## src/rtl/tt_mux_pkg.sv

```systemverilog
// Shared types and constants for the muxperiment project-slot controller.
// Holds the slot FSM encoding, default bus geometry and the idle-slot index helper.
package tt_mux_pkg;

    typedef enum logic [1:0] {
        ST_IDLE = 2'd0,
        ST_HOLD = 2'd1,
        ST_RUN  = 2'd2
    } state_e;

    localparam int unsigned IW_DEF      = 18;
    localparam int unsigned OW_DEF      = 24;
    localparam int unsigned RST_BIT_DEF = 1;

    // The "no slot" index is one past the last real slot.
    function automatic int unsigned no_slot_idx(input int unsigned n_proj);
        return n_proj;
    endfunction

endpackage

```

## src/rtl/tt_mux_ow_sel.sv

```systemverilog
// One-of-N combinational selector over the concatenated wrapper output buses.
// Any select value outside 0..N_PROJ-1 yields all zeros.
module tt_mux_ow_sel
    import tt_mux_pkg::*;
#(
    parameter int N_PROJ = 4,
    parameter int OW     = OW_DEF,
    parameter int SEL_W  = $clog2(N_PROJ + 1)
) (
    input  logic [SEL_W-1:0]     sel,
    input  logic [N_PROJ*OW-1:0] ow_i,
    output logic [OW-1:0]        ow_o
);

    always_comb begin
        ow_o = '0;
        for (int k = 0; k < N_PROJ; k++) begin
            if (sel == SEL_W'(k)) begin
                ow_o = ow_i[k*OW +: OW];
            end
        end
    end

endmodule

```

## src/rtl/tt_mux_slot_ctrl.sv

```systemverilog
// Project-slot controller: enables one wrapper at a time, holds its reset for
// RST_HOLD cycles after every selection, then passes traffic with a registered output.
module tt_mux_slot_ctrl
    import tt_mux_pkg::*;
#(
    parameter int N_PROJ   = 4,
    parameter int IW       = IW_DEF,
    parameter int OW       = OW_DEF,
    parameter int RST_BIT  = RST_BIT_DEF,
    parameter int RST_HOLD = 8,
    parameter int SEL_W    = $clog2(N_PROJ + 1)
) (
    input  logic                 clk,
    input  logic                 rst_n,
    input  logic                 sel_valid,
    input  logic [SEL_W-1:0]     sel_idx,
    output logic                 sel_ready,
    input  logic [IW-1:0]        iw_i,
    output logic [IW-1:0]        iw_o,
    output logic [N_PROJ-1:0]    ena_o,
    input  logic [N_PROJ*OW-1:0] ow_i,
    output logic [OW-1:0]        ow_o,
    output logic [SEL_W-1:0]     active_idx,
    output logic                 busy
);

    localparam int              CNT_W    = (RST_HOLD > 1) ? $clog2(RST_HOLD) : 1;
    localparam logic [SEL_W-1:0] NO_SLOT  = SEL_W'(no_slot_idx(N_PROJ));
    localparam logic [CNT_W-1:0] CNT_INIT = CNT_W'(RST_HOLD - 1);
    localparam logic [IW-1:0]    RST_MASK = ~(IW'(1) << RST_BIT);

    state_e              state_q, state_d;
    logic [SEL_W-1:0]    slot_q, slot_d;
    logic [CNT_W-1:0]    cnt_q, cnt_d;
    logic [N_PROJ-1:0]   ena_q, ena_d;
    logic [OW-1:0]       ow_q, ow_d;
    logic [OW-1:0]       ow_sel;
    logic                accept;

    tt_mux_ow_sel #(
        .N_PROJ (N_PROJ),
        .OW     (OW),
        .SEL_W  (SEL_W)
    ) u_ow_sel (
        .sel  (slot_q),
        .ow_i (ow_i),
        .ow_o (ow_sel)
    );

    assign sel_ready  = (state_q != ST_HOLD);
    assign busy       = (state_q == ST_HOLD);
    assign accept     = sel_valid && sel_ready;
    assign active_idx = slot_q;
    assign ena_o      = ena_q;
    assign ow_o       = ow_q;

    always_comb begin
        state_d = state_q;
        slot_d  = slot_q;
        cnt_d   = cnt_q;
        unique case (state_q)
            ST_IDLE: begin
                if (accept && (sel_idx < NO_SLOT)) begin
                    state_d = ST_HOLD;
                    slot_d  = sel_idx;
                    cnt_d   = CNT_INIT;
                end
            end
            ST_HOLD: begin
                if (cnt_q == '0) begin
                    state_d = ST_RUN;
                end else begin
                    cnt_d = cnt_q - CNT_W'(1);
                end
            end
            ST_RUN: begin
                // Reselecting the running slot still goes through HOLD to re-reset it.
                if (accept) begin
                    if (sel_idx < NO_SLOT) begin
                        state_d = ST_HOLD;
                        slot_d  = sel_idx;
                        cnt_d   = CNT_INIT;
                    end else begin
                        state_d = ST_IDLE;
                        slot_d  = NO_SLOT;
                    end
                end
            end
            default: begin
                state_d = ST_IDLE;
                slot_d  = NO_SLOT;
            end
        endcase
    end

    // Enable is decoded from the next state so old and new slot swap in one edge.
    always_comb begin
        ena_d = '0;
        for (int k = 0; k < N_PROJ; k++) begin
            ena_d[k] = (state_d != ST_IDLE) && (slot_d == SEL_W'(k));
        end
    end

    always_comb begin
        ow_d = (state_q == ST_RUN) ? ow_sel : '0;
    end

    always_comb begin
        unique case (state_q)
            ST_HOLD: iw_o = iw_i & RST_MASK;
            ST_RUN:  iw_o = iw_i;
            default: iw_o = '0;
        endcase
    end

    always_ff @(posedge clk) begin
        cnt_q <= cnt_d;
        if (!rst_n) begin
            state_q <= ST_IDLE;
            slot_q  <= NO_SLOT;
            ena_q   <= '0;
            ow_q    <= '0;
        end else begin
            state_q <= state_d;
            slot_q  <= slot_d;
            ena_q   <= ena_d;
            ow_q    <= ow_d;
        end
    end

endmodule

```

## config.mk

```make
export PLATFORM = sky130hd
export DESIGN_NAME = tt_mux_slot_ctrl
export DESIGN_NICKNAME = d
export VERILOG_FILES = /design/src/rtl/tt_mux_pkg.sv /design/src/rtl/tt_mux_ow_sel.sv /design/src/rtl/tt_mux_slot_ctrl.sv
export SDC_FILE = /design/constraint.sdc
export NUM_CORES = 1
export LEC_CHECK = 0
export ABC_AREA = 1
export CORE_AREA = 2 2 122 65
export CTS_CLUSTER_DIAMETER = 80
export DETAILED_ROUTE_END_ITERATION = 8
export DIE_AREA = 0 0 124 67
export GPL_TIMING_DRIVEN = 0
export PLACE_DENSITY = 0.82
export SYNTH_ARGS = -nofsm -noshare
export SYNTH_HDL_FRONTEND = slang
export SYNTH_SLANG_ARGS = --single-unit
```

## constraint.sdc

```tcl
create_clock -name clk -period 1.78 [get_ports clk]
set_clock_uncertainty 0.2 [all_clocks]
set_input_delay 0.356 -clock clk [delete_from_list [all_inputs] [get_ports clk]]
set_output_delay 0.356 -clock clk [all_outputs]
set_load 0.02 [all_outputs]
```

==> results of run 1 <==
-- how the worst min path moves through the flow --
stage                             start       endpoint  slack [ps]  depth (start not counted)
final                     active_idx[2]  active_idx[2]         340                          2
after global routing      active_idx[2]  active_idx[2]         370                          2
after CTS                 active_idx[2]  active_idx[2]         340                          2
after detailed placement  active_idx[2]  active_idx[2]         330                          2
after global placement    active_idx[2]  active_idx[2]         330                          2
after floorplan                   rst_n        ow_o[7]         300                          2
-- cells by family after synthesis --
group	after synthesis	share of synthesized area [%]
AO/OA/AOI/OAI	54	17.6
XOR/XNOR	1	0.418
adder cells (fa/ha/maj)	7	4.18
buffers and inverters	53	11.1
flip-flops	36	35.8
AND/OR/NAND/NOR	155	30.9
-- Yosys cell counts, drive strengths merged --
master    n
nor2     34
a41oi    23
a221oi    1
a21oi     3
o21ai    25
buf      16
dfxtp    33
ha        7
inv      37
xnor2     1
or2       1
a31oi     1
edfxtp    3
nand3     9
nand4     1
a22oi     1
nand2   109
and3      1
-- per-layer routing --
layer / global-route usage (%) / vias to the layer above / part of all wire [%]
li1: - / 1390 / -
met1: 24.2 / 1328 / 42
met2: 36.3 / 127 / 47
met3: 8.13 / 13 / 9.6
met4: 4.63 / 0 / 1.2
met5: 0 / - / 0
-- repair_timing --
action,4_1_cts,5_1_grt
endpoints found under the setup margin,53,65
resized for setup,180,49
setup buffers,15,9
endpoints found under the hold margin,0,0
cloned,3,0
pin swaps,5,15
-- layout make-up --
| class | count | area share (%) |
|---|---|---|
| Buffer | 13 | 1.77 |
| Clock buffer | 8 | 3.80 |
| Inverter | 37 | 3.29 |
| Multi-Input combinational cell | 217 | 29.6 |
| Sequential cell | 36 | 16.2 |
| Tap cell | 96 | 2.57 |
| Timing Repair Buffer | 195 | 42.8 |
-- flip-flops by register name, summed over array words and instances, names as in the netlist --
name / cells
ow_o: 24
ena_o: 4
active_idx: 3
cnt_q: 3
state_q: 2
-- where the power goes --
part	total (mW)	internal [mW]	switching, mW
logic	0.665	0.385	0.280
registers	0.845	0.830	0.0152
clock network	1.02	0.681	0.344
-- critical path, stage by stage, from the launching register on --
cell and delay, ps:
dfxtp_4 400, inv_6 60, ha_4 280, o21ai_4 80, buf_6 130, buf_8 130
nor2_4 90, buf_6 120
==> impl_results.md, run 1 <==
- Hpwl dp: 6750 um
- Post-synthesis average cell area: 6.85 um2
- Num ports: 171
- Area contributors post-synth: dfxtp_1 32%, nand2_1 18%, a41oi_1 9.6%, inv_1 5.7%, nor2_1 5.7%
- Failing checks: setup timing
- Antenna Nets Post-Route: 0
- Crit path DAT: 1580 ps
- Area of the multi-input gates: 0.00138 mm2
- Largest net degree at the start of global routing: 12
- Die X: 124 um
- DP Worst Slack: -633 ps
- # clock sinks: 36
- Placed Cells: 572
- Avg Vias per Cell: 4.75
- Vias in the first global route: 2759
- Via count: 2858
- Core ar.: 0.00716 mm2
- GRT Residual Overflow: 0
- Endpoints failing hold: 0
- Max_cap viols: 0
- DRT iter0 DRCs: 170
- Synth top area share: 31.5%
- Flops & latches, synth: 36
- Netlist Area Pre-Place: 0.00210 mm2
- DRT Wirelength: 9430 um
- # fillers: 571
- PnR worst setup slack: -352 ps
- Worst reg2reg path depth: 13
- Max clock buf depth: 2
- Setup TNS: -6560 ps
- WL per Instance: 15.7 um
- Yosys warns: 0
- RSZ-0062 raised after global routing: yes
- Final Instance Area: 0.00467 mm2
- Post-layout util: 65.3%
- Initial Utilization: 29.3%
- Global-route wire length before repair: 13200 um
- Slew Limit Fails: 0
- Area leader, netlist: dfxtp_1
- Register area: 758 um2
- Final-report setup violation count: 27
- Startpoint types: flip-flop
- Commonest non-fill, non-tap cell in the layout: clkdlybuf4s50_1
- Power per cell area: 543 mW/mm2
- Remaining DRCs: 0
- R2R Path Start: state_q[1]
- FF-to-FF End: ena_o[3]
- Worst Path Max Fanout: 4
- # H-tree levels: 2
- Final period utilization: 120%
- Final cell count without fillers: 602
- Clk Latency, worst-skew pair: 280 ps
- CTS Hold Buffers Added: 0
- CTS tree: done
- Worst-Margin Slew: 382 ps
- Root Driver: clkbuf_16
- Critical Path RT: 1220 ps
- Reg clk slew, reported paths: 60 ps
- Crit. End Element: output pin
- Count of cell types in the netlist: 27
- Mapped Nets: 433
- Diodes inserted: 0
- Leak: 2.09 nW
- GPL Wtd Cong: 0.893
- Status: finished, violations left
- Max VDD drop: 0.348 mV
- CP Class: flip-flop to output pin
- Initial antenna violation count: 0
- Router iterations before antenna repair: 4
- Register area share after synthesis: 35.8%
- Placed cell areas: 0.00397 mm2
- Worst setup endpoint: iw_o[2]
- Clock buffer count from CTS: 5
- Hold crit path type: flip-flop to flip-flop
- Port Buf Inserts: 170
- Max transition margin: 74.2%
- Final net count: 632
- Fraction of layout cells with a size suffix above 1: 24.7%
- # rows: 22
- Most frequent cells in the layout: 131 x clkdlybuf4s50_1, 95 x nand2_1, 32 x buf_6
- Power Total: 2.54 mW
- CP startpoint: state_q[0]
- Die span in y: 67 um
- R2R Setup Slk: -210 ps
- FMAX: 469 MHz
- Die area: 0.00831 mm2
- GRT Total Usage: 20.8%
- Min Clock Period, post-route: 2130 ps
- Layout area overhead: 123%
- WHS: 341 ps
- Mapped Cells: 306
Power figures use the tool's default switching activity.
==> run 2: changes to the inputs <==
--- a/config.mk
+++ b/config.mk
@@ -6,12 +6,15 @@
 export NUM_CORES = 1
 export LEC_CHECK = 0
 export ABC_AREA = 1
+export CAP_MARGIN = 20
 export CORE_AREA = 2 2 122 65
 export CTS_CLUSTER_DIAMETER = 80
 export DETAILED_ROUTE_END_ITERATION = 8
 export DIE_AREA = 0 0 124 67
 export GPL_TIMING_DRIVEN = 0
 export PLACE_DENSITY = 0.82
+export RECOVER_POWER = 25
+export REMOVE_ABC_BUFFERS = 1
 export SYNTH_ARGS = -nofsm -noshare
 export SYNTH_HDL_FRONTEND = slang
 export SYNTH_SLANG_ARGS = --single-unit
==> impl_results.md, run 2 (synthesis gave the netlist of run 1 again) <==
- Critical Path RT: 1220 ps
- Commonest non-fill, non-tap cell in the layout: clkdlybuf4s50_1
- Crit. End Element: output pin
- Final period utilization: 114%
- Max clock buf depth: 2
- Crit path DAT: 1480 ps
- FMAX: 491 MHz
- CP startpoint: state_q[0]
- DRT Wirelength: 9010 um
- Die X: 124 um
- P_int: 1.79 mW
- Sequential power share: 35.3%
- Global-route wire length before repair: 12100 um
- RSZ-0062 raised after global routing: yes
- P_sw: 0.624 mW
- WL per Instance: 15.7 um
- Max transition margin: 70.0%
- Initial antenna violation count: 0
- Sw Ratio: 25.9%
- GRT Total Usage: 19.4%
- Root Driver: clkbuf_16
- Die area: 0.00831 mm2
- R2R Path Start: state_q[0]
- Power Total: 2.41 mW
- Hpwl dp: 6500 um
- Status: finished, violations left
- Leak: 1.98 nW
- Hold depth: 1
- Diodes inserted: 0
- Worst-Margin Slew: 450 ps
- Hold crit path type: flip-flop to flip-flop
- # rows: 22
- Clk Latency, worst-skew pair: 280 ps
- GPL Wtd Cong: 0.888
- Antenna Nets Post-Route: 0
- # fillers: 605
- FF-to-FF End: ena_o[2]
- Endpoints failing hold: 0
- Max_cap viols: 0
- Port Buf Inserts: 170
- DP Worst Slack: -950 ps
- Comb pwr share: 25.5%
- Min Clock Period, post-route: 2040 ps
- Largest net degree at the start of global routing: 47
- Via count: 2772
- # H-tree levels: 2
- Reg clk slew, reported paths: 60 ps
- Final net count: 605
- CTS tree: done
- CTS Hold Buffers Added: 0
- Router iterations before antenna repair: 4
- GRT Residual Overflow: 0
- Slew Limit Fails: 0
- Worst setup endpoint: iw_o[14]
- Die span in y: 67 um
- Remaining DRCs: 0
- Fraction of layout cells with a size suffix above 1: 18.6%
- Initial Utilization: 29.3%
- Vias in the first global route: 2532
- Clock share of power: 39.2%
- Most frequent cells in the layout: 124 x clkdlybuf4s50_1, 93 x nand2_1, 29 x dfxtp_1
- PnR worst setup slack: -257 ps
- Avg Vias per Cell: 4.82
- Max VDD drop: 0.345 mV
- DRT iter0 DRCs: 125
- Worst reg2reg path depth: 14
- Power per cell area: 562 mW/mm2
- Failing checks: setup timing
- Core ar.: 0.00716 mm2
- Layout area overhead: 105%
- Max reg flops: 24
- Worst Path Max Fanout: 17
- Final-report setup violation count: 30
- Clock buffer count from CTS: 5
- Num ports: 171
- Register area: 763 um2
- Startpoint types: flip-flop
- WHS: 351 ps
- Area of the multi-input gates: 0.00127 mm2
- CP Class: flip-flop to output pin
- # clock sinks: 36
- R2R Setup Slk: -140 ps
## run 2: critical path: stages, from the launching register on
cell,delay [ps]
dfxtp_4,370
buf_12,130
ha_4,170
o21ai_4,160
buf_12,170
nor2_1,50
buf_4,150
## run 2: worst min path at each step
stage	startpoint	endpoint	slack, ps
finish	cnt_q[0]	cnt_q[0]	350
global route	cnt_q[0]	cnt_q[0]	380
CTS	cnt_q[0]	cnt_q[0]	360
detailed placement	cnt_q[0]	cnt_q[0]	340
global placement	active_idx[2]	active_idx[2]	320
floorplan	rst_n	ow_o[7]	300
## run 2: metrics by stage
step | util, % | setup TNS (ps) | cells | cell area (um2)
global placement | 53.5 | -23980 | 556 | 3830
global route | 59.9 | -6780 | 575 | 4290
detailed placement | 53.5 | -27380 | 556 | 3830
floorplan | - | -3270 | 290 | 2000
finish | 59.9 | -5150 | 575 | 4290
CTS | 56.4 | -4680 | 566 | 4040
## run 2: cell type report
| cell class | count | share of cell area (%) |
|---|---|---|
| Inverter | 37 | 3.59 |
| Multi-Input combinational cell | 218 | 29.7 |
| Clock buffer | 7 | 3.59 |
| Timing Repair inverter | 2 | 0.350 |
| Sequential cell | 36 | 17.8 |
| Timing Repair Buffer | 178 | 42.1 |
| Clock inverter | 1 | 0.117 |
| Tap cell | 96 | 2.80 |
## run 2: metal layers
| layer | share of wire (%) | track usage [%] | vias up |
|---|---|---|---|
| met5 | 0 | 0 | - |
| met4 | 2.3 | 6.74 | 0 |
| met3 | 9.8 | 5.57 | 17 |
| met2 | 49 | 34.7 | 154 |
| met1 | 39 | 22.4 | 1259 |
| li1 | - | - | 1342 |
## run 2: what timing repair did
item	CTS	global route
gates resized for setup	117	68
gates cloned	0	3
setup endpoints to repair	59	69
endpoints found under the hold margin	0	0
pin swaps	2	12
setup buffers	2	6
## run 2: power by group through the flow
stage / clock network, mW / registers, mW / logic [mW]
finish: 0.946 / 0.851 / 0.614
global route: 1.01 / 0.852 / 0.656
CTS: 0.959 / 0.848 / 0.555
detailed placement: 0 / 0.865 / 0.527
global placement: 0 / 0.864 / 0.516
floorplan: 0 / 0.871 / 0.172
==> run 3: changes to the inputs <==
--- a/config.mk
+++ b/config.mk
@@ -9,10 +9,12 @@
 export CAP_MARGIN = 20
 export CORE_AREA = 2 2 122 65
 export CTS_CLUSTER_DIAMETER = 80
+export CTS_CLUSTER_SIZE = 25
 export DETAILED_ROUTE_END_ITERATION = 8
 export DIE_AREA = 0 0 124 67
+export DONT_BUFFER_PORTS = 1
 export GPL_TIMING_DRIVEN = 0
-export PLACE_DENSITY = 0.82
+export PLACE_DENSITY = 0.5
 export RECOVER_POWER = 25
 export REMOVE_ABC_BUFFERS = 1
 export SYNTH_ARGS = -nofsm -noshare
==> impl_results.md, run 3 (synthesis gave the netlist of run 1 again) <==
- Critical Path RT: 1220 ps
- Antenna Nets Post-Route: 0
- Placed Cells: 386
- Die span in y: 67 um
- Met3 Track Usage GR: 5.22%
- Startpoint types: flip-flop
- GRT Total Usage: 18.4%
- Commonest non-fill, non-tap cell in the layout: nand2_1
- Endpoints failing hold: 0
- Via count: 2227
- CP delay by family, top: flip-flops
- Hpwl dp: 4830 um
- Max transition margin: 65.8%
- Largest net degree at the start of global routing: 47
- Die X: 124 um
- Reg clk slew, reported paths: 50 ps
- WP buf/inv: 2
- Final Instance Area: 0.00290 mm2
- FMAX: 501 MHz
- Final-report setup violation count: 25
- Clk Latency, worst-skew pair: 270 ps
- Initial Utilization: 29.3%
- Slew Limit Fails: 0
- GRT met2 Usage: 27.5%
- Min Clock Period, post-route: 1990 ps
- Setup TNS: -4240 ps
- Core ar.: 0.00716 mm2
- RSZ-0062 raised after global routing: yes
- DRT iter0 DRCs: 142
- WL per Instance: 20.1 um
- GPL Wtd Cong: 0.846
- Max VDD drop: 0.318 mV
- CTS Hold Buffers Added: 0
- Diodes inserted: 0
- Power Total: 2.05 mW
- # clock sinks: 36
- Remaining DRCs: 0
- Initial antenna violation count: 0
- Crit-path cells: inv_6 > ha_4 > o21ai_4 > buf_8 > nor2_4
- Vias in the first global route: 1944
- Worst path max stage delay: 380 ps
- Hold crit path type: input port to flip-flop
- PnR worst setup slack: -215 ps
- Post-layout util: 40.5%
- CTS tree: done
- Worst Path Max Fanout: 5
- DRT Wirelength: 8450 um
- Layout area overhead: 38.1%
- CP max stage cell: dfxtp_4
- Max reg flops: 24
- # H-tree levels: 2
- Status: finished, violations left
- Port Buf Inserts: 0
- Final net count: 450
- Power per cell area: 709 mW/mm2
- Root Driver: clkbuf_16
- GRT Residual Overflow: 0
- # fillers: 764
- Max clock buf depth: 2
- Failing checks: setup timing
- Global-route wire length before repair: 10800 um
- Final period utilization: 112%
- CP Class: flip-flop to output pin
- Crit. End Element: output pin
- Final cell count without fillers: 420
- Placed cell areas: 0.00212 mm2
- Die area: 0.00831 mm2
- Max_cap viols: 0
- Crit path DAT: 1440 ps
- Most frequent cells in the layout: 92 x nand2_1, 28 x dfxtp_1, 25 x inv_1
- Worst-Margin Slew: 512 ps
- Num ports: 171
- Fraction of layout cells with a size suffix above 1: 32.1%
- Met1 usage: 25.9%
- Clock buffer count from CTS: 5
- Gr busiest metal: met2
- Leak: 1.04 nW
- Router iterations before antenna repair: 6
- # rows: 22
- Avg Vias per Cell: 5.30
[run 3: changes by cell type in the layout (fill, tap and decap cells not counted), sizes merged]
cell | before | now
clkdlybuf4s50 | 124 | 0
dlymetal6s2s | 18 | 0
dlygate4sd2 | 8 | 0
buf | 27 | 20
clkbuf | 7 | 8
clkdlybuf4s15 | 1 | 0
clkinvlp | 4 | 5
nand2 | 109 | 110
[run 3: what timing repair did]
item / CTS / global route
cloned: 5 / 2
pin swaps: 15 / 16
setup buffers: 14 / 9
setup endpoints to repair: 51 / 54
hold endpoints to repair: 0 / 0
resized for setup: 82 / 29
[run 3: final cells by class]
cell class	instances	area (um2)	share of cell area [%]
repair inverters	3	22.5	0.778
clock inverters	1	5.00	0.173
clock buffers	7	133	4.58
well taps	96	120	4.15
repair buffers	21	248	8.56
multi-input cells	219	1440	49.7
inverters	37	164	5.66
flip-flops and latches	36	764	26.4
[run 3: per-stage QoR]
step           setup WS (ps)  hold WS [ps]
4_1_cts                 -297          42.5
5_1_grt                 -248          41.7
3_3_place_gp            -483           310
2_1_floorplan           -171           303
6_report                -215          50.8
3_5_place_dp            -486           316
[run 3: report_power, final]
group	internal [mW]	switching, mW	total [mW]
Combinational	0.123	0.229	0.352
Sequential	0.831	0.0345	0.866
Clock	0.517	0.317	0.834
[run 3: per-layer routing]
metal | part of all wire, % | vias up
met5 | 0 | -
met4 | 1.3 | 0
met3 | 11 | 11
met2 | 44 | 137
met1 | 44 | 1045
li1 | - | 1034
[run 3: final timing paths]
check / start / end / slack, ps / cells past startpoint
worst max register to register: state_q[1] / cnt_q[1] / -150 / 7
worst min-delay path: ow_i[20] / ow_o[20] / 50 / 2
worst max-delay path: state_q[0] / iw_o[5] / -210 / 5
worst min register to register: cnt_q[0] / cnt_q[0] / 370 / 1
